--- src/rtl/id_hazard_scoreboard.sv ---
// ID-stage RAW hazard scoreboard: tracks dests in EX/MEM/WB, raises stall.
// Ports: clk, rst(async low), cpu_en, id_* decode fields, ex_flush -> stall, busy, count.
module id_hazard_scoreboard #(
  parameter int unsigned WB_BYPASS = 1,
  parameter int unsigned CNT_W     = 32
) (
  input  logic             clk,
  input  logic             rst,
  input  logic             cpu_en,
  input  logic             id_valid,
  input  logic [4:0]       id_rs_addr,
  input  logic             id_rs_used,
  input  logic [4:0]       id_rt_addr,
  input  logic             id_rt_used,
  input  logic [4:0]       id_wr_addr,
  input  logic             id_wr_en,
  input  logic             ex_flush,
  output logic             id_shouldStall,
  output logic [2:0]       sb_busy,
  output logic [CNT_W-1:0] stall_count
);

  typedef struct packed {
    logic       vld;
    logic [4:0] addr;
  } slot_t;

  localparam logic CMP_WB = (WB_BYPASS == 0);

  slot_t ex_q, ex_d;
  slot_t mem_q, mem_d;
  slot_t wb_q, wb_d;
  logic [CNT_W-1:0] cnt_q, cnt_d;

  logic [2:0] pend;
  logic       rs_hit;
  logic       rt_hit;
  logic       stall;
  logic       take;

  // $0 is hardwired, so a write to it never blocks a reader
  assign pend[0] = ex_q.vld  && (ex_q.addr  != 5'd0);
  assign pend[1] = mem_q.vld && (mem_q.addr != 5'd0);
  assign pend[2] = wb_q.vld  && (wb_q.addr  != 5'd0);

  assign rs_hit =
    (pend[0] && (ex_q.addr == id_rs_addr)) ||
    (pend[1] && (mem_q.addr == id_rs_addr)) ||
    (CMP_WB && pend[2] && (wb_q.addr == id_rs_addr));

  assign rt_hit =
    (pend[0] && (ex_q.addr == id_rt_addr)) ||
    (pend[1] && (mem_q.addr == id_rt_addr)) ||
    (CMP_WB && pend[2] && (wb_q.addr == id_rt_addr));

  // a flush squashes ID, so it overrides any hazard
  assign stall = id_valid && !ex_flush &&
    ((id_rs_used && rs_hit) || (id_rt_used && rt_hit));

  assign take = id_valid && !ex_flush && !stall;

  always_comb begin
    ex_d  = ex_q;
    mem_d = mem_q;
    wb_d  = wb_q;
    cnt_d = cnt_q;
    if (cpu_en) begin
      wb_d  = mem_q;
      mem_d = ex_q;
      ex_d  = '0;
      if (take && id_wr_en) begin
        ex_d.vld  = 1'b1;
        ex_d.addr = id_wr_addr;
      end
      if (stall && (cnt_q != '1)) begin
        cnt_d = cnt_q + CNT_W'(1);
      end
    end
  end

  always_ff @(posedge clk or negedge rst) begin
    if (!rst) begin
      ex_q  <= '0;
      mem_q <= '0;
      wb_q  <= '0;
      cnt_q <= '0;
    end else begin
      ex_q  <= ex_d;
      mem_q <= mem_d;
      wb_q  <= wb_d;
      cnt_q <= cnt_d;
    end
  end

  assign id_shouldStall = stall;
  assign sb_busy        = pend;
  assign stall_count    = cnt_q;

endmodule

--- config.mk ---
export PLATFORM = sky130hd
export DESIGN_NAME = id_hazard_scoreboard
export DESIGN_NICKNAME = d
export VERILOG_FILES = /design/src/rtl/id_hazard_scoreboard.sv
export SDC_FILE = /design/constraint.sdc
export NUM_CORES = 1
export LEC_CHECK = 0
export ABC_AREA = 1
export ABC_CLOCK_PERIOD_IN_PS = 4000
export CAP_MARGIN = 5
export CORE_MARGIN = 5
export CORE_UTILIZATION = 31
export CTS_BUF_LIST = sky130_fd_sc_hd__clkbuf_4 sky130_fd_sc_hd__clkbuf_8 sky130_fd_sc_hd__clkbuf_16
export DETAILED_ROUTE_END_ITERATION = 8
export GPL_ROUTABILITY_DRIVEN = 0
export PLACE_DENSITY_LB_ADDON = 0.1
export SKIP_CTS_REPAIR_TIMING = 1
export SYNTH_ARGS = -nofsm -noshare
export SYNTH_HDL_FRONTEND = slang
export SYNTH_SLANG_ARGS = --single-unit
--- constraint.sdc ---
create_clock -name clk -period 4 [get_ports clk]
set_clock_uncertainty 0.2 [all_clocks]
set_input_delay 0.6 -clock clk [delete_from_list [all_inputs] [get_ports clk]]
set_output_delay 0.6 -clock clk [all_outputs]
set_load 0.05 [all_outputs]
==> key figures <==
STA
  – Slew @ Worst Pin: ~0.76 ns
  – Final setup fails: 0
  – RSZ-0062 raised after global routing: false
  – Fin crit period: roughly 3.6 ns
  – Final hold violation count: 0
  – Fin. max-slew vios: 0
  – Final period utilization: 0.902
  – Slew HR: 0.492
  – Max Freq: between 200 and 300 MHz
  – Setup TNS: 0 ns

Hold path
  – Worst min path class: in -> async

Critical path
  – Reg2reg setup slack: approximately 1.5 ns
  – Worst EP arrival: approximately 2.8 ns
  – Critical Path End Type: output pin
  – Worst-path maximum fanout: 7
  – Worst r2r src: stall_count[0]
  – RR Endpoint: stall_count[0]
  – Reg2reg path depth: 10
  – Critical Path RT: 3.20 ns
  – Critical path startpoint category: input pin
  – Setup CP Type: in -> out

Synthesis
  – Mux cell area share after synthesis: 0
  – Predominant post-synthesis flop cell: dfrtp_1
  – Adder-cell share of the synthesized area: 0.00397
  – Largest family of logic cells by synthesized area: simple AND/OR/NAND/NOR gates
  – Mean Syn Cell Area: roughly 7 um2
  – EDFF count, synth: 0
  – Synth Instances: around 450
  – Post-synthesis async set-or-reset flop share: 1.00
  – FF+latch count, synth: 50
  – Synth cell types: 29
  – Synth Net Count: about 470
  – Post-synthesis xor/xnor area fraction: 0.114
  – Sequential area share after synthesis: 0.397
  – Synth Cell Area: ~3200 um2
  – Synth Area in Compound Gates: 0.0302
  – Simple-Gate Fraction of Synth Area: 0.383
  – Synth warn: 0

Floorplanning
  – Initial Util: 0.320
  – Chip Width: between 100 and 150 um
  – Die ar.: 12,300 um2
  – # rows: 36
  – I/O pins: 59
  – Die Ht: 111 um
  – Core box area: 9860 um2

Clocking
  – Root Driver: clkbuf_8
  – CTS sink cnt: 50
  – TritonCTS clock tree: yes
  – Clock slew at reported path FFs: 0.09 ns
  – CTS max path bufs: 2
  – CTS Buf Count: 5
  – Worst skew pair latency: ~0.3 ns
  – Number of H-tree levels: 2

Detailed routing
  – Drt pass-1 iters: 4
  – WL final: approximately 9.0 mm
  – Total number of vias: a little under 3,000
  – Wire per inst: roughly 14 um
  – Number of vias per cell: around 4.6
  – Final ANT Viol Nets: 0
  – DR iter-0 viols: 150
  – DRC viols: 0

Pwr
  – Leak: approximately 1.9 nW
  – Switch Pwr: between 0.2 and 0.25 mW
  – Reg power frac: 0.535
  – Switch share: 0.230
  – Total Power: 0.980 mW
  – Internal power: between 0.7 and 0.8 mW
  – Combinational fraction of design power: 0.090
  – Clk pwr share: 0.375
  – Peak supply drop: around 130 uV
  – Power density cells: 247 nW/um2

Layout
  – # diodes: 0
  – Nets: 529
  – Area Overhead vs Synth: 25.8%
  – Post-layout util: 0.402
  – Filler cells: ~1,100
  – Layout cells sized above 1: 0.0573
  – FF/Latch Area: 1250 um2
  – Area occupied by multi-input gates: 1670 um2

Placement
  – DP HPWL: roughly 7 mm
  – IO buf count: 58

Global routing
  – Vias in the first global route: approximately 2,900
  – First-pass GRT wire length: around 15 mm
  – Gr ovfl total: 0
  – Pin count of the biggest net entering global routing: just over 50
  – Total global-route track usage: 0.146
  – Initial antenna violation count: 0

Run status
  – Status: finished clean

Run
  – Max cap viols: 0
## how the worst max path moves through the flow
stage | start | to | slack, ns | depth (start not counted)
6_report | id_rt_addr[4] | id_shouldStall | 0.39 | 14
5_1_grt | id_rt_addr[4] | id_shouldStall | 0.16 | 14
4_1_cts | id_rt_addr[4] | id_shouldStall | 0.38 | 14
3_5_place_dp | id_rt_addr[3] | id_shouldStall | 0.39 | 14
3_3_place_gp | id_rt_addr[3] | id_shouldStall | 0.41 | 14
2_1_floorplan | id_rt_addr[0] | id_shouldStall | 0.95 | 9
## sequential cells by signal (all words and copies together) (netlist names)
signal	cells
mem_q	6
wb_q	6
stall_count	32
ex_q	6
## critical path, cell delays in order
cell and delay [ns]:
clkdlybuf4s50_1 0.52, inv_1 0.05, nand2_1 0.05, nand2_1 0.05
clkinv_1 0.04, nand2_1 0.05, nor2_1 0.08, nand3_1 0.07
nand2_1 0.06, nand2_1 0.05, nand2_2 0.10, inv_1 0.11
nor3_1 0.14, clkdlybuf4s50_1 0.83
## layer usage
metal | GRT usage | wire length [um] | vias up
met1 | 0.200 | 4460 | 1383
met2 | 0.241 | 4240 | 45
met5 | 0 | 0 | -
li1 | - | - | 1521
met3 | 0.0267 | 227 | 5
met4 | 0.0296 | 59 | 0
## per-stage QoR
step	setup WS (ns)	hold slack (ns)	std cells	area [um2]
final	0.394	0.183	639	3970
after global routing	0.158	0.257	639	3970
after CTS	0.382	0.236	639	3970
after detailed placement	0.390	0.269	631	3850
after global placement	0.415	0.265	631	3850
after floorplan	0.945	0.104	448	3150
## power groups by stage
stage	logic [mW]	clock network (mW)	registers, mW
after floorplan	0.0427	0	0.532
after global placement	0.0891	0	0.535
after detailed placement	0.0900	0	0.535
after CTS	0.0903	0.384	0.525
after global routing	0.0997	0.401	0.526
final	0.0883	0.367	0.524
## logic make-up (layout without fill, tap and decap cells)
| logic type | Yosys count | after routing |
|---|---|---|
| adders and majority gates | 1 | 1 |
| AOI/OAI and AO/OA | 18 | 18 |
| DFF | 50 | 50 |
| buffers and inverters | 54 | 112 |
| xor gates and xnor gates | 41 | 41 |
| and+or+nand+nor | 284 | 284 |
## cells in the mapped netlist (7+ instances only)
cell type,n,share of area
nand2_1,189,0.22
dfrtp_1,50,0.40
inv_1,33,0.039
nor2_1,32,0.038
xor2_1,32,0.089
nand3_1,16,0.025
nor3_1,15,0.024
o21ai_0,14,0.022
nand4_1,12,0.024
xnor2_1,9,0.025
nor4_1,8,0.016
inv_2,7,0.0083
## layout make-up
cell class,instances,area share
Multi-Input combinational cell,344,0.422
Sequential cell,50,0.316
Clock buffer,7,0.0211
Timing Repair Buffer,61,0.151
Tap cell,133,0.0420
Inverter,43,0.0407
Clock inverter,1,0.00757
## cell usage in the layout (no fill, tap or decap)
master	count
nand2_1	189
clkdlybuf4s50_1	57
dfrtp_1	50
inv_1	33
nor2_1	32
xor2_1	32
nand3_1	16
nor3_1	15
o21ai_0	14
nand4_1	12
xnor2_1	9
nor4_1	8
inv_2	7
clkbuf_8	5
nor2_2	4
clkinv_1	3
buf_4	3
o21ai_1	2
nand2_2	2
and3_1	2
clkbuf_4	2
o22ai_1	1
nor3_2	1
nand3_2	1
nor4b_2	1
a22o_1	1
nor4_2	1
ha_1	1
bufinv_16	1
buf_2	1
(Power assumes the default switching activity.)
